[src/rtl/cmp_pkg.sv]
// cmp_pkg: shared types and constants for the bit-serial magnitude comparator.
//   cmp_state_t : controller states (IDLE, SHIFT, DONE)
//   RES_*       : one-hot {gt,eq,lt} result encodings; RES_NONE = no result
package cmp_pkg;

  typedef enum logic [1:0] {
    IDLE  = 2'd0,
    SHIFT = 2'd1,
    DONE  = 2'd2
  } cmp_state_t;

  localparam logic [2:0] RES_GT   = 3'b100;
  localparam logic [2:0] RES_EQ   = 3'b010;
  localparam logic [2:0] RES_LT   = 3'b001;
  localparam logic [2:0] RES_NONE = 3'b000;

endpackage

[src/rtl/cmp_bit_cell.sv]
// cmp_bit_cell: combinational 1-bit magnitude compare.
//   a_bit, b_bit : input bits
//   gt/eq/lt     : one-hot relation of a_bit to b_bit
module cmp_bit_cell (
  input  logic a_bit,
  input  logic b_bit,
  output logic gt,
  output logic eq,
  output logic lt
);

  assign gt = a_bit & ~b_bit;
  assign lt = ~a_bit & b_bit;
  assign eq = ~(a_bit ^ b_bit);

endmodule

[src/rtl/serial_mag_comparator.sv]
// serial_mag_comparator: bit-serial unsigned N-bit magnitude comparator.
// Operands are accepted over in_valid/in_ready, walked MSB-first one bit per
// clock through a single cmp_bit_cell, and the one-hot result is returned over
// out_valid/out_ready. The result is held stable until the consumer accepts it.
//   clk, rst_n          : clock, asynchronous active-low reset
//   in_valid, in_ready  : operand handshake (in_ready only in IDLE)
//   a, b                : WIDTH-bit unsigned operands
//   out_valid, out_ready: result handshake
//   gt, eq, lt          : one-hot result, zero unless out_valid
// Optional macro SERIAL_CMP_EARLY_EXIT_EN: finish as soon as the first
// differing bit is seen instead of always walking all WIDTH bits.
module serial_mag_comparator
  import cmp_pkg::*;
#(
  parameter int WIDTH = 8
) (
  input  logic             clk,
  input  logic             rst_n,
  input  logic             in_valid,
  output logic             in_ready,
  input  logic [WIDTH-1:0] a,
  input  logic [WIDTH-1:0] b,
  output logic             out_valid,
  input  logic             out_ready,
  output logic             gt,
  output logic             eq,
  output logic             lt
);

  localparam int CNT_W = $clog2(WIDTH);

  cmp_state_t       state_q, state_d;
  logic [WIDTH-1:0] sa_q, sa_d;
  logic [WIDTH-1:0] sb_q, sb_d;
  logic [CNT_W-1:0] idx_q, idx_d;
  logic             decided_q, decided_d;
  logic [2:0]       res_q, res_d;

  logic cell_gt, cell_eq, cell_lt;

  cmp_bit_cell u_cell (
    .a_bit (sa_q[WIDTH-1]),
    .b_bit (sb_q[WIDTH-1]),
    .gt    (cell_gt),
    .eq    (cell_eq),
    .lt    (cell_lt)
  );

  always_ff @(posedge clk or negedge rst_n) begin
    if (!rst_n) begin
      state_q   <= IDLE;
      sa_q      <= '0;
      sb_q      <= '0;
      idx_q     <= '0;
      decided_q <= 1'b0;
      res_q     <= RES_NONE;
    end else begin
      state_q   <= state_d;
      sa_q      <= sa_d;
      sb_q      <= sb_d;
      idx_q     <= idx_d;
      decided_q <= decided_d;
      res_q     <= res_d;
    end
  end

  always_comb begin
    state_d   = state_q;
    sa_d      = sa_q;
    sb_d      = sb_q;
    idx_d     = idx_q;
    decided_d = decided_q;
    res_d     = res_q;

    unique case (state_q)
      IDLE: begin
        if (in_valid) begin
          sa_d      = a;
          sb_d      = b;
          idx_d     = CNT_W'(WIDTH - 1);
          decided_d = 1'b0;
          res_d     = RES_NONE;
          state_d   = SHIFT;
        end
      end

      SHIFT: begin
        // Only the first differing bit may set the result; once decided,
        // the remaining (less significant) bits are don't-cares.
        if (!decided_q && !cell_eq) begin
          decided_d = 1'b1;
          res_d     = cell_gt ? RES_GT : RES_LT;
        end
        sa_d = sa_q << 1;
        sb_d = sb_q << 1;
        // Counter saturates at zero so it can never wrap.
        if (idx_q != '0) begin
          idx_d = idx_q - CNT_W'(1);
        end
        if (idx_q == '0) begin
          state_d = DONE;
          if (!decided_q && cell_eq) begin
            res_d = RES_EQ;
          end
        end
`ifdef SERIAL_CMP_EARLY_EXIT_EN
        if (!decided_q && !cell_eq) begin
          state_d = DONE;
        end
`endif
      end

      DONE: begin
        if (out_ready) begin
          res_d   = RES_NONE;
          state_d = IDLE;
        end
      end

      default: begin
        state_d = IDLE;
      end
    endcase
  end

  assign in_ready  = (state_q == IDLE);
  assign out_valid = (state_q == DONE);
  // res_q carries the gt/lt decision while still shifting; expose it only
  // once the result is complete.
  assign {gt, eq, lt} = out_valid ? res_q : RES_NONE;

  // The cell's lt output is implied by gt/eq; keep it connected for clarity.
  logic unused_cell_lt;
  assign unused_cell_lt = cell_lt;

endmodule

[config.mk]
export PLATFORM = sky130hd
export DESIGN_NAME = serial_mag_comparator
export DESIGN_NICKNAME = d
export VERILOG_FILES = /design/src/rtl/cmp_pkg.sv /design/src/rtl/cmp_bit_cell.sv /design/src/rtl/serial_mag_comparator.sv
export SDC_FILE = /design/constraint.sdc
export NUM_CORES = 1
export LEC_CHECK = 0
export CAP_MARGIN = 0
export CELL_PAD_IN_SITES_DETAIL_PLACEMENT = 2
export CELL_PAD_IN_SITES_GLOBAL_PLACEMENT = 2
export CORE_MARGIN = 8
export CORE_UTILIZATION = 25
export DETAILED_ROUTE_END_ITERATION = 12
export GPL_TIMING_DRIVEN = 0
export PLACE_DENSITY = 0.77
export RECOVER_POWER = 100
export SKIP_CTS_REPAIR_TIMING = 1
export SLEW_MARGIN = 15
export SYNTH_ARGS = -nofsm -noshare
export SYNTH_HDL_FRONTEND = slang
export SYNTH_HIERARCHICAL = 1
export SYNTH_SLANG_ARGS = --single-unit
[constraint.sdc]
create_clock -name clk -period 1.8 [get_ports clk]
set_clock_uncertainty 0.05 [all_clocks]
set_input_delay 0.36 -clock clk [delete_from_list [all_inputs] [get_ports clk]]
set_output_delay 0.36 -clock clk [all_outputs]
set_load 0.01 [all_outputs]
==> results of run 1 <==
## cells in the final DEF, fill, tap and decap left out, types with 4 or more instances in the layout
cell and n:
inv_1 8, a22oi_1 5, nor2_1 6, o21ai_0 20
clkdlybuf4s50_1 17, nand2_1 21, ha_1 4, dfrtp_1 24
and3b_1 11, and2b_1 4, a21oi_1 14
## sequential cells by signal, indices dropped and copies added (netlist names)
| name | flops |
|---|---|
| decided_q | 1 |
| idx_q | 3 |
| res_q | 3 |
| sa_q | 8 |
| sb_q | 8 |
| state_q | 2 |
## how the worst max path moves through the flow
| stage | end | startpoint | slack (ns) | cells after the start |
|---|---|---|---|---|
| 2_1_floorplan | in_ready | state_q[0]$_DFFE_PN0P_ | 0.43 | 4 |
| 3_5_place_dp | in_ready | state_q[0]$_DFFE_PN0P_ | -0.16 | 5 |
| 6_report | gt | state_q[0]$_DFFE_PN0P_ | 0.06 | 4 |
| 4_1_cts | in_ready | state_q[0]$_DFFE_PN0P_ | -0.50 | 5 |
| 3_3_place_gp | in_ready | state_q[0]$_DFFE_PN0P_ | -0.14 | 5 |
| 5_1_grt | in_ready | state_q[0]$_DFFE_PN0P_ | 0.008 | 5 |
## per-stage QoR
stage | power, uW | setup TNS [ns] | hold WS (ns) | util [%] | setup slack, ns
6_report | 2294 | 0 | 0.3487 | 33.50 | 0.06471
5_1_grt | 2492 | 0 | 0.4581 | 33.50 | 0.007999
4_1_cts | 2328 | -1.794 | 0.04827 | 33.33 | -0.5005
3_5_place_dp | 1968 | -1.414 | 0.3563 | 32.38 | -0.1647
3_3_place_gp | 1872 | -1.756 | 0.4151 | 32.47 | -0.1353
2_1_floorplan | 1602 | 0 | 0.01441 | - | 0.4259
## Yosys cell counts
cell type | instances | share of area, %
ha_1 | 4 | 3.7
a21o_1 | 1 | 0.56
buf_4 | 2 | 1.1
o21ai_1 | 2 | 0.75
a21oi_2 | 1 | 0.65
a21oi_1 | 14 | 5.2
dfrtp_1 | 25 | 47
clkbuf_2 | 1 | 0.37
o22ai_2 | 1 | 0.93
a21boi_2 | 1 | 0.84
o22ai_1 | 1 | 0.47
and2_1 | 1 | 0.47
inv_1 | 8 | 2.2
o21ai_0 | 20 | 7.5
nand2_1 | 21 | 5.9
mux2_2 | 1 | 0.84
o21bai_4 | 1 | 1.4
and3b_1 | 11 | 7.2
buf_2 | 2 | 0.75
and2b_2 | 1 | 0.65
nand2b_1 | 1 | 0.47
a22oi_1 | 5 | 2.8
nand3_1 | 1 | 0.37
buf_6 | 1 | 0.84
a31oi_1 | 1 | 0.47
clkbuf_1 | 2 | 0.56
nor2_1 | 7 | 2.0
and2b_1 | 3 | 1.7
nor2b_1 | 3 | 1.4
a22o_1 | 2 | 1.3
## area by class of cell
cell class,instances,area [sq um]
clock buffers,3,41.29
clock inverters,1,7.507
flip-flops and latches,25,626.9
fillers,626,3418
repair buffers,24,231.5
multi-input cells,104,634.4
well taps,70,87.58
inverters,8,30.03
plain buffers,8,62.56
## power groups by stage
stage / clock network (uW) / logic (uW) / registers (uW)
final: 353 / 1030 / 913
after detailed placement: 0 / 1040 / 927
after global routing: 388 / 1160 / 942
after floorplan: 0 / 727 / 876
after CTS: 365 / 1050 / 916
after global placement: 0 / 968 / 904
## cell families (layout without fill, tap and decap cells)
family | count (synthesis) | count (layout) | synth area share, %
mux | 1 | 1 | 0.8395
buf+inv | 16 | 44 | 5.876
fa+ha+maj | 4 | 4 | 3.731
compound gates | 50 | 50 | 22.86
simple gates | 49 | 49 | 20.06
flops | 25 | 25 | 46.64
## metal layers
metal	wire [um]	vias up	track usage (%)
li1	-	553	-
met1	1645	580	12.13
met2	2212	15	20.47
met3	144	4	2.206
met4	53	0	4.079
met5	0	-	0
==> out/qor.csv, run 1 <==
stage,metric,value,unit
timing,final number of hold-violating endpoints,0,
worst_setup_path,critical path's slowest cell,dfrtp_1,
floorplanning,width of the die,89.25,um
route,residual DRC count,0,
worst_setup_path,Max Fanout on Critical Path,4,
cts,Sink Count,25,
synthesis,register area share after synthesis,46.64,%
timing,Max-slew headroom,4.510,%
timing,Final setup violation count,0,
cts,clk_lat worst skew,0.28,ns
worst_setup_path,"slowest stage delay, CP",0.40,ns
power_and_ir_drop,LEAKAGE,0.0008244,uW
cells_and_area,Nets,198,
power_and_ir_drop,maximum vdd drop,424.7,uV
floorplanning,die area,7965,sq um
power_and_ir_drop,Cell Pwr Density,1332,nW/um^2
grt,number of global-route vias before repair,1349,
power_and_ir_drop,internal cell power,1385,uW
floorplanning,core area,5140,sq um
synthesis,Syn Std Cell Area,1341,sq um
placed_design,Placement Cell Area,1664,sq um
cells_and_area,Final Instance Area,1722,sq um
grt,GRT overflow,0,
placed_design,Placer Congestion,0.7233,
cts,"Clk pin slew, worst setup/hold paths",0.10,ns
timing,Worst Tran Pin Value,1.432,ns
worst_setup_path,CP arrival,1.33,ns
power_and_ir_drop,Psw,908.9,uW
cts,CTS Buf Count,3,
worst_setup_path,number of buffers and inverters on the critical path,2,
route,Initial DRC Count,21,
cells_and_area,n_diodes,0,
cts,CTS Buffer Depth,2,
cells_and_area,share of cells above drive strength 1,10.40,%
worst_setup_path,worst reg-to-reg setup slack,0.29,ns
route,vias,1152,
run_status,status,"complete, no violations",
worst_setup_path,Crit. End Element,output port,
route,drt wl/cell,16.69,um
grt,Total GRT Usage,11.08,%
cts,root buf cell,clkbuf_8,
timing,"Slew Viols, Final",0,
floorplanning,Initial Util,26.10,%
timing,crit path time final,1.735,ns
floorplanning,die height,89.25,um
placed_design,hpwl dp,3141,um
grt,first-pass GRT wire length,6589,um
worst_setup_path,Worst EP required,1.39,ns
floorplanning,std cell rows,26,
route,vias per cell,4.741,
route,router iterations before antenna repair,4,
cells_and_area,Layout area overhead,28.36,%
placed_design,PortBufs,24,
timing,Max Fclk,576.3,MHz
synthesis,Yosys reg bits,25,
worst_setup_path,worst-path cell chain,and2b_1 > inv_1 > nor2_1 > clkbuf_2,
hold_path,Min-Delay Path Class,primary input to async pin,
timing,fin crit share,96.41,%
worst_setup_path,R2R cell count,6,
cts,htree depth,1,
grt,initial antenna violation count,0,
synthesis,Synthesized Nets,169,
power_and_ir_drop,sw frac,39.63,%
synthesis,Synth Area per Inst,9.250,sq um
worst_setup_path,Worst setup SP type,flip-flop,
worst_setup_path,reg2reg end,idx_q[0]$_DFFE_PN0P_,
timing,RSZ-0062 raised after global routing,no,
power_and_ir_drop,Clock Power Share,15.4,%
floorplanning,# IOs,25,
cells_and_area,final std cells w/o fill,243,
power_and_ir_drop,Comb pwr share,44.8,%
synthesis,Ys Warns,6,
power_and_ir_drop,register share of total power,39.8,%
synthesis,Gate Count Post-Synth,145,
route,post-route ant nets,0,
route,Total Wirelength,4056,um
job,max_cap viols,0,
grt,largest net degree at the start of global routing,26,
worst_setup_path,Setup CP Type,flip-flop to output port,
worst_setup_path,FF-to-FF Start,idx_q[1]$_DFFE_PN0P_,
cts,CTS tree,done,
placed_design,Inst Count DP,239,
synthesis,Synth cell types,30,
worst_setup_path,Top Family by Delay on Critical Path,flip-flops,
Power figures use the tool's default switching activity.
==> inputs of run 2 (changes only) <==
--- a/config.mk
+++ b/config.mk
@@ -10,8 +10,8 @@
 export CELL_PAD_IN_SITES_GLOBAL_PLACEMENT = 2
 export CORE_MARGIN = 8
 export CORE_UTILIZATION = 25
+export CTS_CLUSTER_DIAMETER = 80
 export DETAILED_ROUTE_END_ITERATION = 12
-export GPL_TIMING_DRIVEN = 0
 export PLACE_DENSITY = 0.77
 export RECOVER_POWER = 100
 export SKIP_CTS_REPAIR_TIMING = 1
==> out/qor.csv, run 2 (synthesized netlist as in run 1, its figures left out) <==
stage,metric,value,unit
run_status,status,"complete, no violations",
worst_setup_path,Top Family by Delay on Critical Path,flip-flops,
power_and_ir_drop,maximum vdd drop,428.8,uV
grt,number of global-route vias before repair,1317,
route,drt wl/cell,15.70,um
grt,Total GRT Usage,10.37,%
worst_setup_path,Worst setup SP type,flip-flop,
grt,GRT overflow,0,
route,highest metal used,met4,
worst_setup_path,critical path's slowest cell,dfrtp_1,
cells_and_area,n_diodes,0,
timing,"Slew Viols, Final",0,
power_and_ir_drop,LEAKAGE,0.0008323,uW
placed_design,Placer Congestion,0.7244,
route,vias per cell,4.684,
timing,Max-slew headroom,56.72,%
cts,CTS tree,done,
timing,RSZ-0062 raised after global routing,no,
cells_and_area,top flop regs,"sa_q (8), sb_q (8)",
timing,Final setup violation count,0,
cells_and_area,"commonest cells after routing, fill and taps aside","dfrtp_1, nand2_1, o21ai_0",
cts,Sink Count,25,
floorplanning,Initial Util,26.10,%
cells_and_area,"commonest non-fill, non-tap cell in the layout",dfrtp_1,
job,max_cap viols,0,
route,met2 routed WL,2041,um
timing,Final WS setup,0.1276,ns
route,met1 wire length,1674,um
cells_and_area,Layout area overhead,27.89,%
cells_and_area,final std cells w/o fill,244,
power_and_ir_drop,Cell Pwr Density,1288,nW/um^2
cts,CTS Buffer Depth,2,
placed_design,Inst Count DP,240,
placed_design,hpwl dp,2820,um
grt,initial antenna violation count,0,
cells_and_area,share of cells above drive strength 1,9.195,%
hold_path,Min-Delay Path Class,flip-flop to flip-flop,
cells_and_area,Final Util,33.37,%
worst_setup_path,worst-path cell chain,and2b_1 > inv_1 > nor2_1 > clkbuf_1,
worst_setup_path,Worst EP required,1.39,ns
floorplanning,core area,5140,sq um
route,Total Wirelength,3830,um
worst_setup_path,CP arrival,1.26,ns
floorplanning,die height,89.25,um
worst_setup_path,number of buffers and inverters on the critical path,2,
timing,fin crit share,92.91,%
cts,CTS Buf Count,3,
floorplanning,width of the die,89.25,um
route,Initial DRC Count,51,
placed_design,pre-CTS setup slack,0.08276,ns
cts,"Clk pin slew, worst setup/hold paths",0.09,ns
timing,crit path time final,1.672,ns
cts,clk_lat worst skew,0.27,ns
timing,Max Fclk,597.9,MHz
cts,root buf cell,clkbuf_8,
cts,htree depth,1,
grt,largest net degree at the start of global routing,37,
cells_and_area,Nets,199,
worst_setup_path,Max Fanout on Critical Path,3,
route,DR WL met3,91,um
placed_design,PortBufs,24,
floorplanning,std cell rows,26,
timing,final number of hold-violating endpoints,0,
floorplanning,# IOs,25,
floorplanning,die area,7965,sq um
worst_setup_path,Setup CP Type,flip-flop to output port,
placed_design,Placement Cell Area,1688,sq um
grt,first-pass GRT wire length,6417,um
timing,Worst Tran Pin Value,0.6492,ns
route,router iterations before antenna repair,2,
route,post-route ant nets,0,
route,vias,1143,
worst_setup_path,Crit. End Element,output port,
worst_setup_path,"slowest stage delay, CP",0.38,ns
cells_and_area,Final Instance Area,1715,sq um
route,residual DRC count,0,
-- run 2: changes by cell type in the layout (fill, tap and decap cells not counted), moves of 2 or more --
cell / change
buf_4: +5
dlymetal6s2s_1: -2
buf_6: -2
dlymetal6s4s_1: +2
-- run 2: worst min-delay path, stage by stage (launching register included) --
cell     delay [ns]
dfrtp_1        0.36
nand2_1        0.05
o21ai_0        0.06
-- run 2: per-stage QoR --
step / TNS [ns] / hold slack [ns] / total power, uW
6_report: 0 / 0.4381 / 2210
5_1_grt: 0 / 0.4728 / 2412
4_1_cts: -0.8507 / 0.4140 / 2298
3_5_place_dp: 0 / 0.4224 / 1949
3_3_place_gp: 0 / 0.4123 / 1854
2_1_floorplan: 0 / 0.01441 / 1602
-- run 2: path summary, 6_finish.rpt --
check | startpoint | end | slack (ns) | depth (start not counted)
min in group asynchronous | rst_n | sb_q[3]$_DFFE_PN0P_ | 0.59 | 2
setup / recovery | state_q[0]$_DFFE_PN0P_ | gt | 0.13 | 4
max in group asynchronous | rst_n | res_q[0]$_DFFE_PN0P_ | 0.69 | 2
setup reg to reg | state_q[0]$_DFFE_PN0P_ | sa_q[6]$_DFFE_PN0P_ | 0.16 | 6
hold reg to reg | sb_q[5]$_DFFE_PN0P_ | sb_q[5]$_DFFE_PN0P_ | 0.44 | 2
hold / removal | sb_q[5]$_DFFE_PN0P_ | sb_q[5]$_DFFE_PN0P_ | 0.44 | 2
-- run 2: power by group --
part | switching (uW) | internal (uW) | leakage (uW) | total, uW
combinational | 558 | 420 | 0.000487 | 978
clock | 176 | 155 | 0.0000255 | 330
sequential | 129 | 773 | 0.000320 | 901
-- run 2: metal layers --
layer	track usage [%]	up-vias
met3	1.563	2
met4	3.625	0
met1	11.80	574
met2	19.06	13
li1	-	554
met5	0	-
-- run 2: area by class of cell --
| cell class | instances | area (sq um) |
|---|---|---|
| fillers | 611 | 3425 |
| multi-input cells | 104 | 628.1 |
| flip-flops and latches | 25 | 625.6 |
| repair buffers | 33 | 297.8 |
| well taps | 70 | 87.58 |
| clock buffers | 3 | 41.29 |
| inverters | 8 | 30.03 |
| clock inverters | 1 | 5.005 |
==> inputs of run 3 (changes only) <==
--- a/config.mk
+++ b/config.mk
@@ -12,7 +12,7 @@
 export CORE_UTILIZATION = 25
 export CTS_CLUSTER_DIAMETER = 80
 export DETAILED_ROUTE_END_ITERATION = 12
-export PLACE_DENSITY = 0.77
+export PLACE_DENSITY_LB_ADDON = 0.1
 export RECOVER_POWER = 100
 export SKIP_CTS_REPAIR_TIMING = 1
 export SLEW_MARGIN = 15
==> out/qor.csv, run 3 (synthesized netlist as in run 1, its figures left out) <==
stage,metric,value,unit
run_status,status,"complete, no violations",
floorplanning,Initial Util,26.10,%
cells_and_area,Nets,197,
worst_setup_path,Crit. End Element,output port,
cts,CTS Buf Count,3,
route,residual DRC count,0,
cts,Sink Count,25,
route,vias per cell,4.690,
cells_and_area,"commonest non-fill, non-tap cell in the layout",dfrtp_1,
route,Initial DRC Count,30,
grt,number of global-route vias before repair,1287,
route,post-route ant nets,0,
cells_and_area,"commonest cells after routing, fill and taps aside","dfrtp_1, nand2_1, o21ai_0",
cells_and_area,n_diodes,0,
worst_setup_path,Worst EP required,1.39,ns
grt,Total GRT Usage,10.32,%
job,max_cap viols,0,
grt,first-pass GRT wire length,6306,um
floorplanning,die area,7965,sq um
floorplanning,core area,5140,sq um
cts,root buf cell,clkbuf_8,
timing,fin crit share,92.71,%
worst_setup_path,Max Fanout on Critical Path,4,
placed_design,Placer Congestion,0.7120,
placed_design,hpwl dp,2706,um
floorplanning,width of the die,89.25,um
route,router iterations before antenna repair,4,
floorplanning,die height,89.25,um
route,drt wl/cell,15.31,um
timing,"Slew Viols, Final",0,
worst_setup_path,worst-path cell chain,and2b_2 > inv_1 > nor2_1 > clkbuf_1,
timing,crit path time final,1.669,ns
grt,largest net degree at the start of global routing,37,
power_and_ir_drop,LEAKAGE,0.0007811,uW
grt,initial antenna violation count,0,
worst_setup_path,worst reg-to-reg setup slack,0.17,ns
cts,CTS Buffer Depth,2,
route,vias,1135,
placed_design,pre-CTS setup slack,-0.005319,ns
power_and_ir_drop,maximum vdd drop,379.3,uV
cts,"Clk pin slew, worst setup/hold paths",0.09,ns
worst_setup_path,CP arrival,1.26,ns
cells_and_area,Layout area overhead,26.40,%
worst_setup_path,Worst setup SP type,flip-flop,
timing,RSZ-0062 raised after global routing,no,
placed_design,PortBufs,24,
worst_setup_path,critical path's slowest cell,dfrtp_1,
route,Total Wirelength,3705,um
cts,clk_lat worst skew,0.27,ns
timing,WHS,0.4412,ns
timing,Final setup violation count,0,
hold_path,Min-Delay Path Class,flip-flop to flip-flop,
worst_setup_path,"slowest stage delay, CP",0.38,ns
cells_and_area,share of cells above drive strength 1,8.721,%
cts,htree depth,1,
timing,Max Fclk,599.2,MHz
timing,final number of hold-violating endpoints,0,
worst_setup_path,Setup CP Type,flip-flop to output port,
cells_and_area,top flop regs,"sa_q (8), sb_q (8)",
timing,Worst Tran Pin Value,0.6674,ns
grt,GRT overflow,0,
floorplanning,std cell rows,26,
timing,Max-slew headroom,55.50,%
power_and_ir_drop,Cell Pwr Density,1303,nW/um^2
floorplanning,# IOs,25,
cts,CTS tree,done,
timing,Final WS setup,0.1311,ns
run 3: path summary, 6_finish.rpt:
check	startpoint	end	depth (start not counted)
min in group asynchronous	rst_n	state_q[0]$_DFFE_PN0P_	2
max	state_q[0]$_DFFE_PN0P_	gt	4
max reg2reg	state_q[0]$_DFFE_PN0P_	res_q[0]$_DFFE_PN0P_	6
min reg2reg	sa_q[3]$_DFFE_PN0P_	sa_q[3]$_DFFE_PN0P_	2
max in group asynchronous	rst_n	sa_q[4]$_DFFE_PN0P_	2
min	sa_q[3]$_DFFE_PN0P_	sa_q[3]$_DFFE_PN0P_	2
run 3: layout make-up:
| type | count | area, sq um |
|---|---|---|
| Fill cell | 626 | 3445 |
| Sequential cell | 25 | 625.6 |
| Multi-Input combinational cell | 104 | 633.1 |
| Timing Repair Buffer | 31 | 274.0 |
| Clock buffer | 4 | 45.04 |
| Tap cell | 70 | 87.58 |
| Inverter | 8 | 30.03 |
run 3: power by group:
part	switching [uW]	total, uW	internal [uW]	leakage [uW]
registers	126	898	773	0.000320
clock network	181	339	158	0.0000228
logic	551	971	420	0.000438
total	858	2210	1350	0.000781
run 3: critical path, delay by kind of cell (launching register included):
kind                   cells  cell delay, ns
buffers and inverters      2            0.25
DFF                        1            0.38
and+or+nand+nor            2            0.35
run 3: routing by layer:
metal,global-route usage (%),wire length (um),up-vias,part of all wire [%]
met5,0,0,-,0
li1,-,-,553,-
met4,4.079,49,0,1.3
met2,16.36,1779,15,48
met1,13.51,1795,562,48
met3,1.838,81,5,2.2
run 3: through the flow:
| stage | cell area (sq um) | std cells | util [%] | power (uW) | TNS (ns) |
|---|---|---|---|---|---|
| 4_1_cts | 1718 | 242 | 33.42 | 2285 | -1.041 |
| 5_1_grt | 1695 | 242 | 32.98 | 2427 | 0 |
| 3_3_place_gp | 1673 | 238 | 32.55 | 1863 | 0 |
| 6_report | 1695 | 242 | 32.98 | 2209 | 0 |
| 2_1_floorplan | 1341 | 145 | - | 1602 | 0 |
| 3_5_place_dp | 1673 | 238 | 32.55 | 1937 | -0.005319 |
